<file path="config.mk">
export PLATFORM = sky130hd
export DESIGN_NAME = booth_mult
export DESIGN_NICKNAME = d
export VERILOG_FILES = /design/src/rtl/booth_mult.sv
export SDC_FILE = /design/constraint.sdc
export NUM_CORES = 1
export LEC_CHECK = 0
export ABC_AREA = 1
export CAP_MARGIN = 0
export CELL_PAD_IN_SITES_DETAIL_PLACEMENT = 1
export CELL_PAD_IN_SITES_GLOBAL_PLACEMENT = 1
export CORE_MARGIN = 2
export CORE_UTILIZATION = 46
export DETAILED_ROUTE_END_ITERATION = 8
export DONT_BUFFER_PORTS = 1
export PLACE_DENSITY = 0.9
export SLEW_MARGIN = 10
export SYNTH_ARGS = -nofsm -noshare
export SYNTH_HDL_FRONTEND = slang
export SYNTH_SLANG_ARGS = --single-unit
</file>
<file path="constraint.sdc">
create_clock -name clk -period 3.9 [get_ports clk]
set_clock_uncertainty 0.2 [all_clocks]
set_input_delay 0.39 -clock clk [delete_from_list [all_inputs] [get_ports clk]]
set_output_delay 0.39 -clock clk [all_outputs]
set_load 0.005 [all_outputs]
</file>
<file path="src/rtl/booth_mult.sv">
// Sequential signed multiplier, radix-4 (modified) Booth recoding.
// Retires two multiplier bits per clock; an A_WIDTH x B_WIDTH product is
// ready ceil(B_WIDTH/2) edges after the load edge.
// Optional feature: define BOOTH_MULT_DONE_EN to add the one-cycle `done` pulse.
module booth_mult #(
  parameter int unsigned A_WIDTH = 6,
  parameter int unsigned B_WIDTH = 6,
  parameter int unsigned P_WIDTH = A_WIDTH + B_WIDTH
) (
  input  logic               clk,
  input  logic               rst,
  input  logic               load,
  input  logic [A_WIDTH-1:0] A,
  input  logic [B_WIDTH-1:0] B,
  output logic [P_WIDTH-1:0] P
`ifdef BOOTH_MULT_DONE_EN
  ,
  output logic               done
`endif
);

  // Number of radix-4 digits; multiplier is sign-extended to an even width N2.
  localparam int unsigned Iter = (B_WIDTH + 1) / 2;
  localparam int unsigned N2   = 2 * Iter;
  localparam int unsigned CntW = (Iter > 1) ? $clog2(Iter) : 1;
  localparam int unsigned ShW  = CntW + 1;

  logic [P_WIDTH-1:0] m_q, m_d;
  logic [P_WIDTH-1:0] acc_q, acc_d;
  logic [P_WIDTH-1:0] p_q, p_d;
  logic [N2:0]        q_q, q_d;
  logic [CntW-1:0]    cnt_q, cnt_d;
  logic               busy_q, busy_d;

  logic [P_WIDTH-1:0] pp;
  logic [P_WIDTH-1:0] pp_sh;
  logic [ShW-1:0]     sh_amt;
  logic               last_iter;

  // Booth digit recode of the low triplet, weighted by 4^counter.
  always_comb begin
    unique case (q_q[2:0])
      3'b001, 3'b010: pp = m_q;
      3'b011:         pp = m_q << 1;
      3'b100:         pp = -(m_q << 1);
      3'b101, 3'b110: pp = -m_q;
      default:        pp = '0;
    endcase
    sh_amt    = {cnt_q, 1'b0};
    pp_sh     = pp << sh_amt;
    last_iter = busy_q && (cnt_q == CntW'(Iter - 1));
  end

  // Next state: load restarts (and wins over a finishing iteration); else iterate.
  always_comb begin
    m_d    = m_q;
    q_d    = q_q;
    acc_d  = acc_q;
    cnt_d  = cnt_q;
    busy_d = busy_q;
    p_d    = p_q;
    if (load) begin
      m_d    = P_WIDTH'($signed(A));
      q_d    = {N2'($signed(B)), 1'b0};
      acc_d  = '0;
      cnt_d  = '0;
      busy_d = 1'b1;
    end else if (busy_q) begin
      acc_d = acc_q + pp_sh;
      q_d   = {{2{q_q[N2]}}, q_q[N2:2]};
      cnt_d = cnt_q + 1'b1;
      if (last_iter) begin
        p_d    = acc_d;
        busy_d = 1'b0;
      end
    end
  end

  // State registers with synchronous reset.
  always_ff @(posedge clk) begin
    if (rst) begin
      m_q    <= '0;
      q_q    <= '0;
      acc_q  <= '0;
      cnt_q  <= '0;
      busy_q <= 1'b0;
      p_q    <= '0;
    end else begin
      m_q    <= m_d;
      q_q    <= q_d;
      acc_q  <= acc_d;
      cnt_q  <= cnt_d;
      busy_q <= busy_d;
      p_q    <= p_d;
    end
  end

  assign P = p_q;

`ifdef BOOTH_MULT_DONE_EN
  logic done_d, done_q;

  // Pulse on the same edge that writes P.
  always_comb begin
    done_d = last_iter && !load;
  end

  // Done register with synchronous reset.
  always_ff @(posedge clk) begin
    if (rst) begin
      done_q <= 1'b0;
    end else begin
      done_q <= done_d;
    end
  end

  assign done = done_q;
`endif

endmodule

</file>
==> flow_metrics.tcl, run 1 <==
set metrics [dict create \
    hold_violations 0 \
    globalRoute.totalOverflow 0 \
    rr_endpoint "acc_q[9]$_SDFFE_PP0P_" \
    fin_nets 409 \
    max-clock-path-buffers 2 \
    detailed_place_hpwl_mm 5.75 \
    layout.core_utilization_pct 50.8 \
    clock_tree.htree_level_count 2 \
    tightestPinTransition_ns 0.632 \
    finalWirelength_mm 7.50 \
    crit_start "m_q[0]$_SDFFE_PP0P_" \
    wire_length_of_the_first_global_routing_pass_mm 12.5 \
    grt_start_max_net_pins 23 \
    tritoncts_num_sinks 40 \
    report.final.setup_viol 0 \
    number_of_antenna_violations_at_the_first_check_in_global_routing 0 \
    peakVddDrop_v 0.000248 \
    row_count 27 \
    hold_path_startpoint "load" \
    synth_edf_count 0 \
    synth.yosys.seq_area_share_pct 30.2 \
    route.vias.total 2547 \
    syn_area_per_cell_um2 6.95 \
    holdCritPathClass "in -> reg" \
    ratio_of_total_power_to_cell_area_nw_per_um2 339 \
    final.min_clock_period_ns 3.53 \
    syn_to_final_growth_pct 6.28 \
    gp_congestion 0.876 \
    ys_ff_latch 40 \
    i_o_pin_total 27 \
    num-fill-cells 738 \
    r2r-start "m_q[0]$_SDFFE_PP0P_" \
    synth_area_um2 2650 \
    cp-end-kind "flop" \
    port-buffer-count 0 \
    maxSlewHeadroom_pct 57.8 \
    multi_input_area_um2 1560 \
    die_span_in_y_um 79.9 \
    min_delay_worst_endpoint "q_q[6]$_SDFFE_PP0P_" \
    layoutNonFillerInstCount 453 \
    detail_route.drc_violations 0 \
    synthesis.yosys.warnings 0 \
    status "complete, no violations" \
    worstHoldPathCells 2 \
    grt_pass1_vias 2687 \
    cts.root.buffer_cell "sky130_fd_sc_hd__clkbuf_8" \
    total_leakage_power_nw 1.42 \
    rr_worst_depth 17 \
    yosys_cell_types 38 \
    synth.net_count 410 \
    core_um2 5540 \
    critical_path_peak_fanout 5 \
    cp-start-kind "flop" \
    drtPass1Iterations 4 \
    sequential_cell_area_um2 801 \
    period_share_pct 90.5 \
    post_synth_inst_count 381 \
    worst-endpoint-required_ns 3.91 \
    fin_tns_setup_ns 0 \
    die_w_um 79.9 \
    cts-buffers-inserted 5 \
    detail_route.wl_per_cell_um 16.6 \
    all_layer_global_routing_usage_pct 25.0 \
    post_cts_buffers 0 \
    synthArstFlopShare_pct 0 \
    worst-r2r-setup-slack_ns 0.37 \
    reg_clk_slew_reported_paths_ns 0.09 \
    data_arrival_time_of_the_worst_path_ns 3.54 \
    cap_violations 0 \
    antenna_violating_nets_post_route 0 \
    post-place-cells 444 \
    start_util_pct 47.8 \
    cts_tree "built" \
    postSynth.topFlopCell "sky130_fd_sc_hd__dfxtp_1" \
    achievable-frequency_mhz 283 \
    critical_path_class "reg -> reg" \
    area_of_the_die_um2 6380 \
    via_per_inst 5.62 \
    clk_latency_ns 0.30 \
    finalMaxSlewViolations 0 \
    detail_route.iter0.violations 101 \
    unrepaired_setup_endpoints_after_global_routing "no" \
    insertedDiodeCount 0 \
    drive_above_1_share_pct 12.6 \
]
[how the worst max path moves through the flow]
stage                                 end  depth (start not counted)  slack (ns)
floorplan           acc_q[9]$_SDFFE_PP0P_                         17        1.03
global placement        P[9]$_SDFFE_PP0P_                         17        0.60
detailed placement  acc_q[9]$_SDFFE_PP0P_                         17        0.50
CTS                 acc_q[9]$_SDFFE_PP0P_                         17        0.39
global route        acc_q[9]$_SDFFE_PP0P_                         17        0.03
finish              acc_q[9]$_SDFFE_PP0P_                         17        0.37
[power breakdown]
part	switching (mW)	internal [mW]
sequential	0.0159	0.425
combinational	0.144	0.0671
clock	0.159	0.143
total	0.318	0.635
[sequential cells by signal, summed over array words and instances, names as in the netlist]
name	count
busy_q	1
acc_q	12
P	12
q_q	7
cnt_q	2
m_q	6
[synthesized netlist by cell type, types with 2 or more instances]
cell type | count | area share [%]
sky130_fd_sc_hd__nand2_1 | 69 | 9.8
sky130_fd_sc_hd__inv_1 | 52 | 7.4
sky130_fd_sc_hd__dfxtp_1 | 40 | 30
sky130_fd_sc_hd__nor2_1 | 29 | 4.1
sky130_fd_sc_hd__o21ai_0 | 28 | 5.3
sky130_fd_sc_hd__nand3_1 | 23 | 4.3
sky130_fd_sc_hd__a21oi_1 | 19 | 3.6
sky130_fd_sc_hd__ha_1 | 13 | 6.1
sky130_fd_sc_hd__o21ai_1 | 12 | 2.3
sky130_fd_sc_hd__inv_2 | 10 | 1.4
sky130_fd_sc_hd__nand3_2 | 9 | 3.4
sky130_fd_sc_hd__nand2_2 | 7 | 1.7
sky130_fd_sc_hd__o21bai_1 | 7 | 2.0
sky130_fd_sc_hd__xor2_1 | 7 | 2.3
sky130_fd_sc_hd__clkbuf_1 | 5 | 0.71
sky130_fd_sc_hd__a21o_1 | 4 | 1.1
sky130_fd_sc_hd__a31oi_1 | 4 | 0.94
sky130_fd_sc_hd__buf_2 | 4 | 0.76
sky130_fd_sc_hd__nor3_1 | 4 | 0.76
sky130_fd_sc_hd__a21oi_2 | 3 | 0.99
sky130_fd_sc_hd__nand4_1 | 3 | 0.71
sky130_fd_sc_hd__nor2_2 | 3 | 0.71
sky130_fd_sc_hd__o211ai_1 | 3 | 0.85
sky130_fd_sc_hd__o22ai_1 | 3 | 0.71
sky130_fd_sc_hd__xnor2_1 | 3 | 0.99
sky130_fd_sc_hd__a211oi_1 | 2 | 0.57
sky130_fd_sc_hd__clkinv_1 | 2 | 0.28
sky130_fd_sc_hd__mux2i_1 | 2 | 0.76
sky130_fd_sc_hd__nor2_8 | 2 | 1.5
[per-layer routing]
layer	share of wire [%]	GRT usage, %	up-vias
met1	43	31.3	1208
met2	49	42.6	82
met5	0	0	-
li1	-	-	1240
met3	6.2	5.77	17
met4	1.9	7.63	0
[critical path, cell delays in order, from the launching register on]
cell	delay [ns]
sky130_fd_sc_hd__dfxtp_1	0.35
sky130_fd_sc_hd__inv_1	0.10
sky130_fd_sc_hd__ha_1	0.24
sky130_fd_sc_hd__xor2_1	0.20
sky130_fd_sc_hd__nor2_1	0.07
sky130_fd_sc_hd__a211oi_1	0.30
sky130_fd_sc_hd__nand2_1	0.08
sky130_fd_sc_hd__o21ai_1	0.13
sky130_fd_sc_hd__nor2_1	0.06
sky130_fd_sc_hd__ha_1	0.37
sky130_fd_sc_hd__a21oi_1	0.21
sky130_fd_sc_hd__nand2_1	0.18
sky130_fd_sc_hd__a21oi_2	0.23
sky130_fd_sc_hd__o21ai_2	0.10
sky130_fd_sc_hd__a21oi_2	0.20
sky130_fd_sc_hd__xor2_2	0.22
sky130_fd_sc_hd__a21o_1	0.16
sky130_fd_sc_hd__inv_1	0.04
[cell type report]
class | count | share of cell area [%]
clock buffers | 6 | 2.93
clock inverters | 2 | 0.533
inverters | 65 | 8.76
multi-input cells | 266 | 55.5
flip-flops and latches | 40 | 28.4
well taps | 72 | 3.20
repair buffers | 2 | 0.622
[cells by family (layout without fill, tap and decap cells)]
kind of cell / Yosys count / after routing / synth area share [%]
flops: 40 / 40 / 30.2
compound gates: 89 / 89 / 19.6
simple gates: 151 / 151 / 28.2
mux: 2 / 2 / 0.756
buf+inv: 75 / 75 / 11.1
fa+ha+maj: 14 / 14 / 6.90
xor+xnor: 10 / 10 / 3.31
[layout by cell type (no fill, tap or decap), types with 4 or more instances in the layout]
master                      n
sky130_fd_sc_hd__nor3_1     4
sky130_fd_sc_hd__nand2_2    7
sky130_fd_sc_hd__inv_2     10
sky130_fd_sc_hd__xor2_1     6
sky130_fd_sc_hd__nand2_1   69
sky130_fd_sc_hd__a21oi_1   19
sky130_fd_sc_hd__dfxtp_1   40
sky130_fd_sc_hd__inv_1     52
sky130_fd_sc_hd__nand3_2    9
sky130_fd_sc_hd__nand3_1   23
sky130_fd_sc_hd__o21ai_0   28
sky130_fd_sc_hd__o21bai_1   7
sky130_fd_sc_hd__ha_1      13
sky130_fd_sc_hd__a21o_1     4
sky130_fd_sc_hd__o21ai_1   12
sky130_fd_sc_hd__clkbuf_8   6
sky130_fd_sc_hd__nor2_1    29
sky130_fd_sc_hd__a31oi_1    4
[through the flow]
step	total power, mW	setup slack (ns)	cell area [um^2]	hold slack (ns)
after floorplan	0.604	1.03	2650	0.235
after global placement	0.643	0.597	2700	0.248
after detailed placement	0.654	0.505	2700	0.250
after CTS	0.953	0.392	2810	0.0215
after global routing	0.998	0.0286	2820	0.0327
final	0.953	0.371	2820	0.0341
[what timing repair did]
item / CTS / global route
hold buffers: 1 / 0
endpoints found under the hold margin: 4 / 0
setup endpoints to repair: 0 / 1
resized for setup: 0 / 1
Note: power is estimated with default switching activity, not from simulation.
==> run 2: changes to the inputs <==
Settings changed: CORE_UTILIZATION 46 to 45, PLACE_DENSITY 0.9 to 0.88, SKIP_CTS_REPAIR_TIMING set to 1.
==> flow_metrics.tcl, run 2 (synthesis results as in run 1) <==
set metrics [dict create \
    period_share_pct 87.6 \
    count_of_buffering_cells_on_the_critical_path_with_inverters_included 2 \
    syn_to_final_growth_pct 5.86 \
    reg_clk_slew_reported_paths_ns 0.08 \
    drtPass1Iterations 4 \
    worst-endpoint-required_ns 3.95 \
    crit_start "m_q[0]$_SDFFE_PP0P_" \
    via_per_inst 5.47 \
    dr_wl_met3_um 204 \
    dpl-instance-area_um2 2700 \
    fin_tns_setup_ns 0 \
    die_span_in_y_um 80.7 \
    hold_path_startpoint "load" \
    detail_route.wl_per_cell_um 16.0 \
    globalRoute.totalOverflow 0 \
    cts-buffers-inserted 5 \
    fin_nets 409 \
    worst-r2r-setup-slack_ns 0.48 \
    final.min_clock_period_ns 3.42 \
    hold_violations 0 \
    max-clock-path-buffers 2 \
    wl_met1_mm 3.41 \
    number_of_antenna_violations_at_the_first_check_in_global_routing 0 \
    crit_family "simple AND/OR/NAND/NOR gates" \
    finalMaxSlewViolations 0 \
    i_o_pin_total 27 \
    cts.root.buffer_cell "sky130_fd_sc_hd__clkbuf_8" \
    detail_route.iter0.violations 109 \
    total_leakage_power_nw 1.42 \
    unrepaired_setup_endpoints_after_global_routing "no" \
    clk_latency_ns 0.30 \
    area_of_the_die_um2 6520 \
    port-buffer-count 0 \
    clock_tree.htree_level_count 2 \
    cell_mode_on_critical_path "sky130_fd_sc_hd__nand2_1" \
    insertedDiodeCount 0 \
    wire_length_of_the_first_global_routing_pass_mm 12.2 \
    die_w_um 80.7 \
    cp-start-kind "flop" \
    critical_path_peak_fanout 5 \
    critical_path_class "reg -> reg" \
    layout_common_cells "69 x sky130_fd_sc_hd__nand2_1, 52 x sky130_fd_sc_hd__inv_1, 40 x sky130_fd_sc_hd__dfxtp_1" \
    achievable-frequency_mhz 293 \
    core_um2 5610 \
    cp-end-kind "flop" \
    cap_violations 0 \
    status "complete, no violations" \
    tritoncts_num_sinks 40 \
    critical-path-max-stage-delay_ns 0.38 \
    detailed_place_hpwl_mm 5.36 \
    report.final.setup_viol 0 \
    holdCritPathClass "in -> reg" \
    grt_pass1_vias 2561 \
    start_util_pct 47.2 \
    layout.cell_area.non_filler_um2 2800 \
    cp_cell_sequence "inv_1 -> ha_1 -> xor2_1 -> o22ai_1 -> a21oi_1 -> o21ai_1 -> nand2_1 -> nand2_1 -> nand2_1 -> o21ai_0 -> ha_1 -> nand2_1 -> nor2_1 -> nor4_2 -> nor2_1 -> nor2_1 -> xor2_1 -> o21bai_1 -> inv_1" \
    ratio_of_total_power_to_cell_area_nw_per_um2 338 \
    finalWirelength_mm 7.23 \
    tightestPinTransition_ns 0.672 \
    cp_slowest_cell "sky130_fd_sc_hd__ha_1" \
    route.vias.total 2480 \
    all_layer_global_routing_usage_pct 24.5 \
    gp_congestion 0.904 \
    cts_tree "built" \
    drive_above_1_share_pct 12.1 \
    final_common_cell "sky130_fd_sc_hd__nand2_1" \
    data_arrival_time_of_the_worst_path_ns 3.47 \
    met2_wirelength_from_detailed_routing_mm 3.53 \
    grt_start_max_net_pins 23 \
    antenna_violating_nets_post_route 0 \
    row_count 27 \
    maxSlewHeadroom_pct 55.2 \
    r2r-start "m_q[0]$_SDFFE_PP0P_" \
    peakVddDrop_v 0.000212 \
    route.top_layer_used "met4" \
    detail_route.drc_violations 0 \
]
==> run 2: changes by cell type in the layout (fill, tap and decap cells not counted) <==
cell	change
sky130_fd_sc_hd__xor2_2	-1
sky130_fd_sc_hd__clkinvlp_4	-1
sky130_fd_sc_hd__clkbuf_1	+1
sky130_fd_sc_hd__xor2_1	+1
==> run 2: metrics by stage <==
step / total power, mW / setup slack (ns) / instances / util (%) / hold WS [ns]
finish: 0.947 / 0.482 / 453 / 50.0 / 0.0336
global route: 0.996 / 0.112 / 453 / 50.0 / 0.0423
CTS: 0.951 / 0.485 / 452 / 49.8 / -0.0574
detailed placement: 0.652 / 0.573 / 444 / 48.1 / 0.252
global placement: 0.645 / 0.640 / 444 / 48.1 / 0.248
floorplan: 0.604 / 1.03 / 381 / - / 0.235
==> run 2: area by class of cell <==
cell class                 instances  area, um^2
tap                               72        90.1
multi-input combinational        266        1560
inverter                          65         246
timing repair buffer               2        17.5
sequential                        40         801
clock inverter                     1        7.51
clock buffer                       7        86.3
fill                             772        2800
==> run 2: worst paths after layout <==
| check | end | depth (start not counted) |
|---|---|---|
| hold / removal | q_q[6]$_SDFFE_PP0P_ | 2 |
| hold reg to reg | q_q[6]$_SDFFE_PP0P_ | 2 |
| setup / recovery | P[8]$_SDFFE_PP0P_ | 19 |
| setup reg to reg | P[8]$_SDFFE_PP0P_ | 19 |
==> run 2: metal layers <==
layer | GRT usage, % | vias to the layer above
met5 | 0 | -
met1 | 31.5 | 1191
met4 | 5.93 | 0
met2 | 43.1 | 38
met3 | 3.60 | 8
li1 | - | 1243
==> run 2: power breakdown <==
group | internal, mW | switching (mW) | total [mW] | leakage [nW]
sequential | 0.425 | 0.0152 | 0.440 | 0.327
clock | 0.144 | 0.155 | 0.299 | 0.0445
combinational | 0.0663 | 0.142 | 0.208 | 1.04
total | 0.635 | 0.312 | 0.947 | 1.42
==> run 3: changes to the inputs <==
Settings changed: CAP_MARGIN 0 to not set.
Clock period 3.9 ns to 3.6 ns, I/O delays scaled along.
==> flow_metrics.tcl, run 3 (synthesis results as in run 1) <==
set metrics [dict create \
    status "complete, no violations" \
    syn_to_final_growth_pct 7.56 \
    num-fill-cells 783 \
    antenna_violating_nets_post_route 0 \
    insertedDiodeCount 0 \
    globalRoute.totalOverflow 0 \
    clk_latency_ns 0.29 \
    critical_path_peak_fanout 4 \
    dp_worst_setup_slack_ns 0.295 \
    finalWorstSetupSlack_ns 0.259 \
    grt_start_max_net_pins 23 \
    core_um2 5610 \
    row_count 27 \
    final.min_clock_period_ns 3.34 \
    start_util_pct 47.2 \
    peakVddDrop_v 0.000256 \
    data_arrival_time_of_the_worst_path_ns 3.39 \
    reg_clk_slew_reported_paths_ns 0.08 \
    number_of_antenna_violations_at_the_first_check_in_global_routing 0 \
    die_span_in_y_um 80.7 \
    share_seq_of_total_power_pct 46.3 \
    p_int_mw 0.693 \
    hold_violations 0 \
    wire_length_of_the_first_global_routing_pass_mm 11.9 \
    drive_above_1_share_pct 14.1 \
    fin_nets 412 \
    dpl-instance-area_um2 2700 \
    via_per_inst 5.53 \
    max-clock-path-buffers 2 \
    final_common_cell "sky130_fd_sc_hd__nand2_1" \
    clock_power_share_pct 31.3 \
    tightestPinTransition_ns 0.643 \
    holdCritPathClass "in -> reg" \
    detail_route.wl_per_cell_um 15.8 \
    grt_pass1_vias 2556 \
    netSwitchingPower_mw 0.340 \
    finalWirelength_mm 7.20 \
    cp-end-kind "flop" \
    cts.root.buffer_cell "sky130_fd_sc_hd__clkbuf_8" \
    maxSlewHeadroom_pct 57.1 \
    total_leakage_power_nw 1.44 \
    port-buffer-count 0 \
    achievable-frequency_mhz 299 \
    ratio_of_total_power_to_cell_area_nw_per_um2 362 \
    cts_tree "built" \
    layout.cell_area.non_filler_um2 2850 \
    detail_route.iter0.violations 78 \
    cp-start-kind "flop" \
    gp_congestion 0.934 \
    cap_violations 0 \
    cts-buffers-inserted 5 \
    report.final.setup_viol 0 \
    tritoncts_num_sinks 40 \
    i_o_pin_total 27 \
    layoutNonFillerInstCount 456 \
    clock_tree.htree_level_count 2 \
    finalMaxSlewViolations 0 \
    share_comb_of_total_power_pct 22.4 \
    period_share_pct 92.8 \
    drtPass1Iterations 4 \
    detail_route.drc_violations 0 \
    all_layer_global_routing_usage_pct 23.8 \
    route.vias.total 2522 \
    detailed_place_hpwl_mm 5.37 \
    swShare_pct 32.9 \
    layout_common_cells "68 x sky130_fd_sc_hd__nand2_1, 52 x sky130_fd_sc_hd__inv_1, 40 x sky130_fd_sc_hd__dfxtp_1" \
    die_w_um 80.7 \
    post-place-cells 444 \
    worst-endpoint-required_ns 3.65 \
    area_of_the_die_um2 6520 \
    layout.core_utilization_pct 50.8 \
    critical_path_class "reg -> reg" \
]
[run 3: cell count changes in the layout (fill, tap and decap cells not counted)]
cell,previous run,this run
sky130_fd_sc_hd__buf_4,1,4
sky130_fd_sc_hd__nor3_1,4,2
sky130_fd_sc_hd__nor3_2,0,2
sky130_fd_sc_hd__clkbuf_1,1,0
sky130_fd_sc_hd__clkinv_2,0,1
sky130_fd_sc_hd__clkinvlp_4,1,0
sky130_fd_sc_hd__inv_6,0,1
sky130_fd_sc_hd__nand2_1,69,68
sky130_fd_sc_hd__nand2_2,7,8
sky130_fd_sc_hd__o21ai_0,28,27
sky130_fd_sc_hd__o21ai_1,12,13
sky130_fd_sc_hd__xor2_1,7,6
sky130_fd_sc_hd__xor2_2,0,1
[run 3: cell type report]
cell class | instances | area [um^2] | share of cell area (%)
Multi-Input combinational cell | 266 | 1580 | 55.3
Sequential cell | 40 | 801 | 28.1
Inverter | 65 | 246 | 8.65
Tap cell | 72 | 90.1 | 3.16
Clock buffer | 6 | 82.6 | 2.90
Timing Repair Buffer | 5 | 40.0 | 1.41
Clock inverter | 2 | 13.8 | 0.483
[run 3: worst paths after layout]
| path | start | to | slack [ns] | depth (start not counted) |
|---|---|---|---|---|
| worst max-delay path | m_q[0]$_SDFFE_PP0P_ | P[8]$_SDFFE_PP0P_ | 0.26 | 18 |
| worst min-delay path | load | q_q[6]$_SDFFE_PP0P_ | 0.004 | 2 |
| worst max register to register | m_q[0]$_SDFFE_PP0P_ | P[8]$_SDFFE_PP0P_ | 0.26 | 18 |
| worst min register to register | q_q[6]$_SDFFE_PP0P_ | q_q[6]$_SDFFE_PP0P_ | 0.27 | 2 |
[run 3: power by group through the flow]
| stage | sequential (mW) | combinational, mW | clock (mW) |
|---|---|---|---|
| after floorplan | 0.481 | 0.174 | 0 |
| after global placement | 0.486 | 0.212 | 0 |
| after detailed placement | 0.488 | 0.217 | 0 |
| after CTS | 0.477 | 0.220 | 0.330 |
| after global routing | 0.480 | 0.260 | 0.351 |
| final | 0.478 | 0.232 | 0.323 |
[run 3: routing by layer]
| metal | global-route usage, % | vias up | share of wire, % |
|---|---|---|---|
| met1 | 31.7 | 1221 | 47 |
| met2 | 40.2 | 47 | 49 |
| met4 | 6.27 | 0 | 1.1 |
| met5 | 0 | - | 0 |
| li1 | - | 1244 | - |
| met3 | 3.60 | 10 | 2.9 |
[run 3: metrics by stage]
stage	hold WS, ns	TNS (ns)	total power [mW]
final	0.00364	0	1.03
after global routing	0.00490	-0.0495	1.09
after CTS	-0.0808	0	1.03
after detailed placement	0.232	0	0.705
after global placement	0.230	0	0.698
after floorplan	0.229	0	0.654
[run 3: worst max-delay path: stages, from the launching register on]
cell and delay (ns):
sky130_fd_sc_hd__dfxtp_1 0.33, sky130_fd_sc_hd__inv_1 0.12, sky130_fd_sc_hd__ha_1 0.20, sky130_fd_sc_hd__inv_1 0.05, sky130_fd_sc_hd__nor2_1 0.15, sky130_fd_sc_hd__nand2_2 0.12
sky130_fd_sc_hd__a31oi_1 0.17, sky130_fd_sc_hd__o21ai_1 0.12, sky130_fd_sc_hd__o21ai_1 0.18, sky130_fd_sc_hd__o21ai_0 0.14, sky130_fd_sc_hd__ha_1 0.38, sky130_fd_sc_hd__nand2_1 0.12
sky130_fd_sc_hd__nor2_1 0.08, sky130_fd_sc_hd__nor4_2 0.33, sky130_fd_sc_hd__nor2_1 0.08, sky130_fd_sc_hd__nor2_1 0.14, sky130_fd_sc_hd__xor2_1 0.24, sky130_fd_sc_hd__o21bai_1 0.09
sky130_fd_sc_hd__inv_1 0.05
